File: config.mk
export PLATFORM = sky130hd
export DESIGN_NAME = keypad_scanner
export DESIGN_NICKNAME = d
export VERILOG_FILES = /design/src/rtl/keypad_scanner.sv
export SDC_FILE = /design/constraint.sdc
export NUM_CORES = 1
export LEC_CHECK = 0
export BUFFER_PORTS_ARGS = -buffer_cell sky130_fd_sc_hd__buf_2
export CAP_MARGIN = 20
export CORE_ASPECT_RATIO = 0.5
export CORE_MARGIN = 2
export CORE_UTILIZATION = 50
export DETAILED_ROUTE_END_ITERATION = 6
export PLACE_DENSITY_LB_ADDON = 0.25
export SYNTH_ARGS = -nofsm -noshare
export SYNTH_HDL_FRONTEND = slang
export SYNTH_SLANG_ARGS = --single-unit
File: constraint.sdc
create_clock -name clk -period 20.8 [get_ports clk]
set_input_delay 4.16 -clock clk [delete_from_list [all_inputs] [get_ports clk]]
set_output_delay 4.16 -clock clk [all_outputs]
set_load 0.05 [all_outputs]
File: src/rtl/keypad_scanner.sv
// Matrix keypad scanner: strobes one column at a time, debounces whole-matrix
// scan images and reports press/release events through a one-deep event buffer.
module keypad_scanner #(
  parameter int ROWS       = 4,
  parameter int COLS       = 4,
  parameter int COL_CYC    = 100000,
  parameter int SETTLE_CYC = 8,
  parameter int DEBOUNCE   = 3,
  parameter int CODE_W     = $clog2(ROWS*COLS)
) (
  input  logic              clk,
  input  logic              rst_n,
  input  logic [ROWS-1:0]   row,
  output logic [COLS-1:0]   col,
  output logic              ev_valid,
  output logic [CODE_W-1:0] ev_code,
  output logic              ev_release,
  input  logic              ev_ack,
  output logic              ev_overflow,
  output logic              multi_key
);

  localparam int SLOT_W = $clog2(COL_CYC);
  localparam int COL_W  = $clog2(COLS);
  localparam int NKEYS  = ROWS * COLS;

  typedef enum logic [1:0] {CLS_NONE, CLS_KEY, CLS_MULTI} cls_e;

  logic [ROWS-1:0]   rowMeta_q, rowSync_q;
  logic [SLOT_W-1:0] slot_q;
  logic [COL_W-1:0]  colIdx_q;
  logic [NKEYS-1:0]  image_q;
  cls_e              prevCls_q, stableCls_q;
  logic [CODE_W-1:0] prevCode_q, stableCode_q;
  logic [3:0]        matchCnt_q;
  logic              evValid_q, evRelease_q, evOverflow_q;
  logic [CODE_W-1:0] evCode_q;

  logic              slotEnd, scanDone;
  logic [1:0]        bitCount;
  cls_e              scanCls;
  logic [CODE_W-1:0] scanCode;
  logic              sameAsPrev, differsFromStable, commit;
  logic [3:0]        matchCnt_d;
  cls_e              stableCls_d;
  logic [CODE_W-1:0] stableCode_d;
  logic              newEv, newRel;
  logic [CODE_W-1:0] newCode;

  assign slotEnd  = (slot_q == SLOT_W'(COL_CYC - 1));
  assign scanDone = slotEnd && (colIdx_q == COL_W'(COLS - 1));

  assign col         = ~(COLS'(1) << colIdx_q);
  assign ev_valid    = evValid_q;
  assign ev_code     = evCode_q;
  assign ev_release  = evRelease_q;
  assign ev_overflow = evOverflow_q;
  assign multi_key   = (stableCls_q == CLS_MULTI);

  // Image bit order is column-major (c*ROWS + r) but key codes are row-major.
  always_comb begin
    bitCount = 2'd0;
    scanCode = '0;
    for (int c = 0; c < COLS; c++) begin
      for (int r = 0; r < ROWS; r++) begin
        if (image_q[c*ROWS + r]) begin
          if (bitCount != 2'd2) bitCount = bitCount + 2'd1;
          scanCode = CODE_W'(r*COLS + c);
        end
      end
    end
    case (bitCount)
      2'd0:    scanCls = CLS_NONE;
      2'd1:    scanCls = CLS_KEY;
      default: scanCls = CLS_MULTI;
    endcase
  end

  always_comb begin
    sameAsPrev = (scanCls == prevCls_q) && ((scanCls != CLS_KEY) || (scanCode == prevCode_q));
    if (!sameAsPrev)                       matchCnt_d = 4'd1;
    else if (matchCnt_q >= 4'(DEBOUNCE))   matchCnt_d = 4'(DEBOUNCE);
    else                                   matchCnt_d = matchCnt_q + 4'd1;

    differsFromStable = (scanCls != stableCls_q) ||
                        ((scanCls == CLS_KEY) && (scanCode != stableCode_q));
    commit = scanDone && (matchCnt_d >= 4'(DEBOUNCE)) && differsFromStable;

    stableCls_d  = stableCls_q;
    stableCode_d = stableCode_q;
    newEv        = 1'b0;
    newRel       = 1'b0;
    newCode      = scanCode;
    if (commit) begin
      stableCls_d  = scanCls;
      stableCode_d = scanCode;
      case (stableCls_q)
        CLS_KEY: begin
          newEv   = 1'b1;
          newRel  = 1'b1;
          newCode = stableCode_q;
          // A roll to another key only releases; the new press follows next scan.
          if (scanCls == CLS_KEY) stableCls_d = CLS_NONE;
        end
        default: newEv = (scanCls == CLS_KEY);
      endcase
    end
  end

  always_ff @(posedge clk or negedge rst_n) begin
    if (!rst_n) begin
      rowMeta_q    <= '1;
      rowSync_q    <= '1;
      slot_q       <= '0;
      colIdx_q     <= '0;
      image_q      <= '0;
      prevCls_q    <= CLS_NONE;
      prevCode_q   <= '0;
      stableCls_q  <= CLS_NONE;
      stableCode_q <= '0;
      matchCnt_q   <= '0;
      evValid_q    <= 1'b0;
      evCode_q     <= '0;
      evRelease_q  <= 1'b0;
      evOverflow_q <= 1'b0;
    end else begin
      rowMeta_q <= row;
      rowSync_q <= rowMeta_q;

      if (slotEnd) begin
        slot_q   <= '0;
        colIdx_q <= (colIdx_q == COL_W'(COLS - 1)) ? '0 : colIdx_q + COL_W'(1);
      end else begin
        slot_q <= slot_q + SLOT_W'(1);
      end

      if (slot_q == SLOT_W'(SETTLE_CYC)) begin
        for (int c = 0; c < COLS; c++) begin
          if (colIdx_q == COL_W'(c)) image_q[c*ROWS +: ROWS] <= ~rowSync_q;
        end
      end

      if (scanDone) begin
        prevCls_q    <= scanCls;
        prevCode_q   <= scanCode;
        matchCnt_q   <= matchCnt_d;
        stableCls_q  <= stableCls_d;
        stableCode_q <= stableCode_d;
      end

      evOverflow_q <= 1'b0;
      if (newEv) begin
        if (!evValid_q || ev_ack) begin
          evValid_q   <= 1'b1;
          evCode_q    <= newCode;
          evRelease_q <= newRel;
        end else begin
          evOverflow_q <= 1'b1;
        end
      end else if (ev_ack) begin
        evValid_q <= 1'b0;
      end
    end
  end

endmodule

==> results of run 1 <==
[layer usage]
layer	GRT usage, %	wire length, um
met2	33.7	4710
met5	0	0
met4	5.93	81
met1	29.6	5310
met3	3.86	510
[worst max-delay path: stages (launching register included)]
cell and delay (ns):
dfrtp_1 0.39, inv_1 0.08, ha_1 0.41, nor4b_2 0.49, a211o_1 0.29, nand3_1 0.13, a31oi_1 0.26, nor4_1 0.09
a211o_1 0.41, xnor2_2 0.30, a311oi_2 0.18, or2_2 0.37, o21bai_1 0.35, a21oi_1 0.17, a22o_1 0.35, xnor2_1 0.28
o211ai_1 0.13, o21ai_0 0.10, o221ai_1 0.15, xor2_1 0.20, ha_1 0.27, nor2_1 0.15, a21oi_2 0.08, or4_4 0.50
a31oi_4 0.25, and3_1 0.57, mux2_1 0.37
[state kept, by name, indices dropped and copies added, names as in the netlist, 2 cells and up]
name          flops
prevCode_q        4
rowMeta_q         4
stableCls_q       2
rowSync_q         4
prevCls_q         2
image_q          16
stableCode_q      4
colIdx_q          2
ev_code           4
slot_q           17
matchCnt_q        4
[final timing paths]
check | startpoint | endpoint | slack, ns | depth (start not counted)
hold / removal | rowMeta_q[2]$_DFF_PN1_ | rowSync_q[2]$_DFF_PN1_ | 0.36 | 0
hold reg to reg | rowMeta_q[2]$_DFF_PN1_ | rowSync_q[2]$_DFF_PN1_ | 0.36 | 0
setup / recovery | image_q[0]$_DFFE_PN0P_ | stableCode_q[3]$_DFFE_PN0P_ | 13.35 | 26
max in group asynchronous | rst_n | colIdx_q[0]$_DFFE_PN0N_ | 16.26 | 2
min in group asynchronous | rst_n | slot_q[2]$_DFF_PN0_ | 4.00 | 2
setup reg to reg | image_q[0]$_DFFE_PN0P_ | stableCode_q[3]$_DFFE_PN0P_ | 13.35 | 26
[cells in the mapped netlist (3+ instances only)]
cell type	number	area share, %
o31ai_1	7	1.1
a211o_1	4	0.71
o21ai_1	5	0.51
a31oi_1	13	1.7
a31oi_4	3	1.3
mux2_2	4	0.92
nand3_1	18	1.8
o211ai_1	6	0.92
nand2_1	45	3.4
a21oi_1	46	4.7
nand4_1	8	1.0
and3_1	5	0.64
inv_1	22	1.7
a211oi_1	5	0.76
or3_1	7	0.89
buf_2	3	0.31
xnor2_1	21	3.7
nor3_1	13	1.3
xor2_1	14	2.5
or2_2	5	0.64
nand2b_1	6	0.76
o211a_1	4	0.81
o22ai_1	4	0.51
ha_1	12	3.1
clkbuf_1	20	1.5
nor2b_1	5	0.64
a41oi_1	3	0.53
dfrtp_1	58	30
o32ai_1	4	0.71
mux2_1	3	0.69
o211ai_2	3	0.76
o21ai_0	17	1.7
a21o_1	7	1.1
mux2i_1	4	0.81
a32oi_1	3	0.53
nand3b_1	3	0.46
and2_1	14	1.8
nor2_1	65	5.0
dfstp_2	8	4.3
nor4_1	9	1.1
o21a_1	4	0.61
[kinds of logic (layout without fill, tap and decap cells)]
logic type                 Yosys count  after routing  synth area share, %
and+or+nand+nor                    221            221                 23.3
AOI/OAI and AO/OA                  169            169                 25.0
DFF                                 66             66                 33.8
buffers and inverters               50             58                 4.68
xor gates and xnor gates            38             38                 7.46
adders and majority gates           12             12                 3.05
muxes                               12             12                 2.72
[cell type report]
class	count	area (um2)
Clock inverter	6	91.3
Tap cell	135	169
Inverter	22	82.6
Clock buffer	10	229
Multi-Input combinational cell	452	3030
Timing Repair Buffer	20	105
Sequential cell	66	1660
Fill cell	859	4140
[power groups by stage]
stage / Clock (mW) / Sequential [mW] / Combinational, mW
global placement: 0 / 0.134 / 0.0463
CTS: 0.164 / 0.132 / 0.0466
floorplan: 0 / 0.133 / 0.0375
global route: 0.170 / 0.132 / 0.0521
finish: 0.161 / 0.132 / 0.0471
detailed placement: 0 / 0.134 / 0.0463
[per-stage QoR]
step,setup slack (ns),hold slack (ns),util [%],instances,cell area (um2)
2_1_floorplan,14.29,0.345,-,568,4920
3_3_place_gp,13.59,0.346,53.1,695,5050
3_5_place_dp,13.48,0.348,53.1,695,5050
4_1_cts,13.45,0.356,56.5,711,5370
5_1_grt,12.88,0.360,56.5,711,5370
6_report,13.35,0.355,56.5,711,5370
==> results.md, run 1 <==
- STA classifies the critical path endpoint as a flop.
- The relative contribution of sequential cells to total power is 38.9%.
- The maximum buffer depth of the clock tree is 2.
- The clock latency on the worst-skew pair is 0.33 ns.
- The share of layout cells above drive strength 1 is 14.1%.
- The detailed router's first-iteration violation count is 327.
- The area growth from synthesis to layout is 9.21%.
- The net count after synthesis is 587.
- The final cycle utilization of the critical path is 35.8%.
- The worst path required time is 21.01 ns.
- The clock net sink count is 66.
- CTS built an H-tree with a depth of 3.
- The final layout net count is 590.
- The worst-case IR drop observed on VDD is 0.0654 mV.
- The root buffer cell is clkbuf_16.
- The routability congestion estimate from global placement is 0.926.
- The number of setup buffers added after CTS is 0.
- The global route total overflow is 0.
- The core area is 9510 um2.
- Sequential cells were found to cover 33.8% of the synthesized design area.
- The measured slew at the worst slew-check pin is 0.803 ns.
- For this configuration, the core starts out at a cell density of 51.7%.
- The half-perimeter wire length after placement is 7.55 mm.
- The internal portion of the total power is 0.253 mW.
- TritonCTS built the clock tree.
- The switching part of the total is 25.7%.
- The final setup TNS is 0 ns.
- Static timing analysis puts the maximum clock frequency at 0.134 GHz.
- The run finished with clean final reports.
- The synthesis-stage register bit count is 66.
- For this design the total switching power over the nets is 0.0872 mW.
- 19 I/O pins were placed.
- The peak fanout along the critical path is 13.
- The setup path with the least slack is of type reg2reg.
- The detail route stage leaves a number of antenna-violating nets equal to 0.
- Max-cap violations in this run came to 0.
- On the final layout, the worst clock skew is 0.00649 ns.
- In the final routed layout, each cell accounts on average for 14.9 um.
- The cell count after synthesis is 568.
- Data on the critical path arrives at its endpoint at 7.66 ns.
- Setup repair after global routing left no endpoint under its margin.
- The library cells used most frequently in the layout, excluding fill and tap cells, are nor2_1, dfrtp_1, a21oi_1.
- The number of hold violations in the final report is 0.
- The detailed-router iteration count before antenna repair is 5.
- The logic gate share of total power is 13.9%.
- The area of the mapped netlist is 4920 um2.
- Global routing used 21.0% of the available tracks.
- The first global-routing pass estimated 18.0 mm of wire.
- After clock tree synthesis, the clock-pin slew on the worst setup and hold paths is 0.06 ns.
- After floorplanning, the core was divided into 25 placement rows.
- The average instance in the mapped netlist occupies 8.66 um2.
- The element type at the critical path start is a flop.
- The overall power after layout is 0.340 mW.
- The floorplan step set the die height to 74.1 um.
- The unique cell type count in the Yosys netlist is 87.
- The power density over cell area is 63.3 nW/um2.
- The routed design could run at a clock period as short as 7.45 ns.
- The final antenna diode count is 0.
- For this design, the CTS-stage hold fixing added 0 buffers.
- The clock buffer count from CTS is 9.
- The library cell used most frequently in the layout, excluding fill and tap cells, is nor2_1.
- For this block, the routed nets add up to 10.6 mm of wire.
- The die span in x is 144 um.
- For this run, design rule violations remaining after detail routing come to 0.
- The total count of max-transition violations in the final report came to 0.
- After detailed routing, the number of vias per cell comes to 5.90.
- The worst max-slew margin expressed relative to the limit is 46.5%.
- The most used flip-flop cell after synthesis is dfrtp_1.
- After synthesis, the share of flip-flops with an asynchronous set or reset is 100%.
- The quantity of gates resized following cts is 0.
- The analysis attributes to cell leakage a power of 2.28 nW.
- The final count of negative-setup-slack endpoints is 0.
- Entering global routing, the biggest net connects 67 pins.
- The count of input and output buffers is 18.
- The via count is 4193.
- Yosys mapped a number of flops with a built-in enable equal to 0.
- The initial antenna violation count is 0.
- The tightest min-delay check is of the reg2reg type.
- The number of global-route vias before repair was 3810.
- For this run, the number of Yosys warnings is 0.
- The die covers 10700 um2.
- Of the total power, the clock network draws 47.2%.
Power figures use the tool's default switching activity.
==> inputs of run 2 (changes only) <==
--- a/config.mk
+++ b/config.mk
@@ -5,6 +5,7 @@
 export SDC_FILE = /design/constraint.sdc
 export NUM_CORES = 1
 export LEC_CHECK = 0
+export ABC_AREA = 1
 export BUFFER_PORTS_ARGS = -buffer_cell sky130_fd_sc_hd__buf_2
 export CAP_MARGIN = 20
 export CORE_ASPECT_RATIO = 0.5
==> constraint.sdc (replaced) <==
create_clock -name clk -period 7.5 [get_ports clk]
set_input_delay 1.5 -clock clk [delete_from_list [all_inputs] [get_ports clk]]
set_output_delay 1.5 -clock clk [all_outputs]
set_load 0.05 [all_outputs]
==> results.md, run 2 <==
- The slowest cell on the critical path is dfrtp_1.
- Adding up every negative setup slack in the final design gives 0 ns.
- The overall power after layout is 0.908 mW.
- The tightest min-delay check is of the reg2reg type.
- STA puts the critical path data required time at 7.73 ns.
- The commonest non-fill, non-tap cell in the layout is nand2_1.
- The die extent in y is 72.6 um.
- The net count after synthesis is 716.
- The core area is 8920 um2.
- The beginning of the worst register-to-register path is image_q[1]$_DFFE_PN0P_.
- The mapped netlist covers 4710 um2.
- For this block, the via count after detailed routing is 4231.
- The count of hold-fix buffers inserted at cts is 0.
- After clock tree synthesis, the setup repair step added 0 buffers.
- The synthesized design spends more area on one cell type than any other, namely dfrtp_1.
- The floorplan has 24 rows.
- The worst hold path endpoint is rowSync_q[3]$_DFF_PN1_.
- The maximum buffer depth of the clock tree is 2.
- The pin count of the biggest net entering global routing is 67.
- The number of routed nets with antenna violations is 0.
- The largest registers in the layout are slot_q: 17 flops, image_q: 16 flops.
- The total overflow left after global routing is 0.
- The synthesized design contains 0 enable-type register cells.
- After synthesis, the share of flip-flops with an asynchronous set or reset is 100%.
- The average size of a mapped cell is 6.76 um2.
- The power density over cell area is 175 nW/um2.
- The clock buffer count from CTS is 9.
- The measured slew at the worst slew-check pin is 0.889 ns.
- The final layout contains 733 nets.
- The number of flip-flops under the largest register name is 17.
- The setup check on the worst reg-to-reg path leaves a slack of 1.98 ns.
- The later pin in the worst-skew pair is clocked with a latency of 0.33 ns.
- The clock net sink count is 66.
- The die covers 10300 um2.
- After synthesis, the largest area contributor takes up 30.8% of total cell area.
- The most instantiated library cell after synthesis is nand2_1.
- CTS placed an instance of clkbuf_16 at the clock tree root.
- Leaving out fill and tap cells, the most frequent cells in the layout are nand2_1, inv_1, dfrtp_1.
- In this run the count of I/O pins placed on the die edge is 19.
- The first global-routing pass estimated 16.7 mm of wire.
- Data on the critical path arrives at its endpoint at 5.75 ns.
- The synthesis-stage register bit count is 66.
- After layout, the minimum clock period comes to 5.52 ns.
- For the worst flop-to-flop path, the logic depth is 48.
- The detailed-router iteration count before antenna repair is 5.
- The delay of the slowest cell on the worst path is 0.38 ns.
- The detailed router's first-iteration violation count is 250.
- The share of layout cells above drive strength 1 is 16.8%.
- Summing all placed instances gives a cell area of 4880 um2.
- Of all nets on the critical path, the largest fanout is 16.
- Setup repair after global routing left no endpoint under its margin.
- After synthesis, the cell types taking the most area are dfrtp_1, nand2_1, inv_1.
- The reported max-cap violation count is 0.
- Timing would allow up to 0.181 GHz.
- The final count of negative-setup-slack endpoints is 0.
- Summing the sequential cell areas from Yosys gives 35.3% of the chip area.
- After detailed routing, the average wire length per cell comes to 11.6 um.
- The final antenna diode count is 0.
- The area of all placed cells without fillers is 5180 um2.
- The worst max-slew margin expressed relative to the limit is 40.5%.
- The category of the critical setup timing path is reg2reg.
- Buffers placed on the I/O ports in this run total 18.
- slot_q holds more flip-flops than any other register.
- Counting stages on the worst path, the most repeated cell is nand2_1.
- The number of instances on the worst hold path is 0.
- The flow ran to the end, and the final reports show no timing, DRC or antenna violations.
- The cell count after synthesis is 697.
- For this configuration, the core starts out at a cell density of 52.8%.
- Clock-pin slew was measured on the worst setup and hold paths at 0.06 ns.
- The cell class contributing the biggest share of worst-path delay is simple AND/OR/NAND/NOR gates.
- For this run, design rule violations remaining after detail routing come to 0.
- The maximum clock skew at final layout is 0.00484 ns.
- In the routed layout, each cell is associated on average with a via count of 5.06.
- The endpoint kind of the worst setup timing path is a flop.
- The overall fraction of global-route tracks in use is 20.0%.
- The total count of max-transition violations in the final report is 0.
- Gates resized during post-CTS repair numbered 0.
- Sorting the synthesized cells by how often they occur yields nand2_1, inv_1, dfrtp_1.
- Setup slack on the critical path of the routed design comes to 1.98 ns.
- The congestion estimate from routability-driven global placement came to 0.859.
- The wire length after detailed routing is 9.66 mm.
- Timing analysis after detailed placement gives a worst setup slack of 2.12 ns.
- The number of synthesis warnings is 0.
- The die span in x is 141 um.
- At the end of the flow the core is filled with cells to 58.1%.
- The element type at the critical path start is a flop.
- The most used flip-flop cell after synthesis is dfrtp_1.
- Synthesis instantiated 39 different standard cells from the library.
- TritonCTS built the clock tree.
- CTS built an H-tree with a depth of 3.
- The leakage component of the power is 2.69 nW.
- The destination of the worst register-to-register timing path is ev_code[1]$_DFFE_PN0P_.
- The final cycle utilization of the critical path is 73.6%.
- Counting both buffers and inverters, the worst setup path holds a total of 7.
- The initial antenna violation count is 0.
- The number of global-route vias before repair is 3874.
- The worst-case IR drop observed on VDD is 0.174 mV.
- Relative to the synthesized area, the layout overhead comes to 10.0%.
- The half-perimeter wire length after placement is 7.15 mm.
- The number of hold violations in the final report is 0.
- The startpoint identified for the worst hold timing path is rowMeta_q[3]$_DFF_PN1_.
## run 2: changes by cell type in the layout (fill, tap and decap cells not counted), sizes merged, moves of 9 or more
cell / delta
xnor2: -22
inv: +85
o21ai: +28
a31oi: -16
and2: -15
o211ai: -9
a21oi: -23
nand2: +210
nor3: -10
nand3: +44
xor2: -9
## run 2: cell type report
type	instances	area, um2
Clock inverter	6	65.1
Sequential cell	66	1660
Fill cell	839	3740
Tap cell	117	146
Clock buffer	10	239
Timing Repair Buffer	19	97.6
Multi-Input combinational cell	512	2570
Inverter	106	398
## run 2: metal layers
metal / part of all wire (%) / wire length [um] / track usage [%]
met1: 52 / 4990 / 26.9
met2: 44 / 4250 / 33.6
met3: 3.3 / 321 / 4.07
met4: 0.96 / 93 / 5.33
met5: 0 / 0 / 0
## run 2: worst register-to-register path, delay by kind of cell (launching register included)
kind            cells  cell delay (ns)
simple gates       38             3.84
fa+ha+maj           2             0.62
buf+inv             7             0.39
flops               1             0.38
compound gates      1             0.20
## run 2: how the worst max path moves through the flow
stage	cells after the start	start	slack, ns	endpoint
2_1_floorplan	47	image_q[0]$_DFFE_PN0P_	2.88	ev_release$_DFFE_PN0P_
3_3_place_gp	48	image_q[0]$_DFFE_PN0P_	2.08	ev_code[1]$_DFFE_PN0P_
3_5_place_dp	48	image_q[1]$_DFFE_PN0P_	2.12	ev_code[1]$_DFFE_PN0P_
4_1_cts	48	image_q[1]$_DFFE_PN0P_	2.03	ev_code[1]$_DFFE_PN0P_
5_1_grt	48	image_q[1]$_DFFE_PN0P_	1.24	ev_code[1]$_DFFE_PN0P_
6_report	48	image_q[1]$_DFFE_PN0P_	1.98	ev_code[1]$_DFFE_PN0P_
## run 2: logic make-up after synthesis
family	share of synthesized area (%)
and+or+nand+nor	40.7
buffers and inverters	10.0
AOI/OAI and AO/OA	8.98
DFF	35.3
adders and majority gates	3.19
xor gates and xnor gates	1.30
muxes	0.478
## run 2: power breakdown
part	total, mW	internal, mW	switching (mW)	leakage, nW
logic	0.120	0.0373	0.0825	1.67
clock network	0.423	0.267	0.157	0.149
registers	0.365	0.361	0.00382	0.871
## run 2: stage by stage
step | hold WS, ns | cells
6_report | 0.357 | 836
5_1_grt | 0.359 | 836
3_5_place_dp | 0.349 | 820
4_1_cts | 0.357 | 836
3_3_place_gp | 0.346 | 820
2_1_floorplan | 0.345 | 697
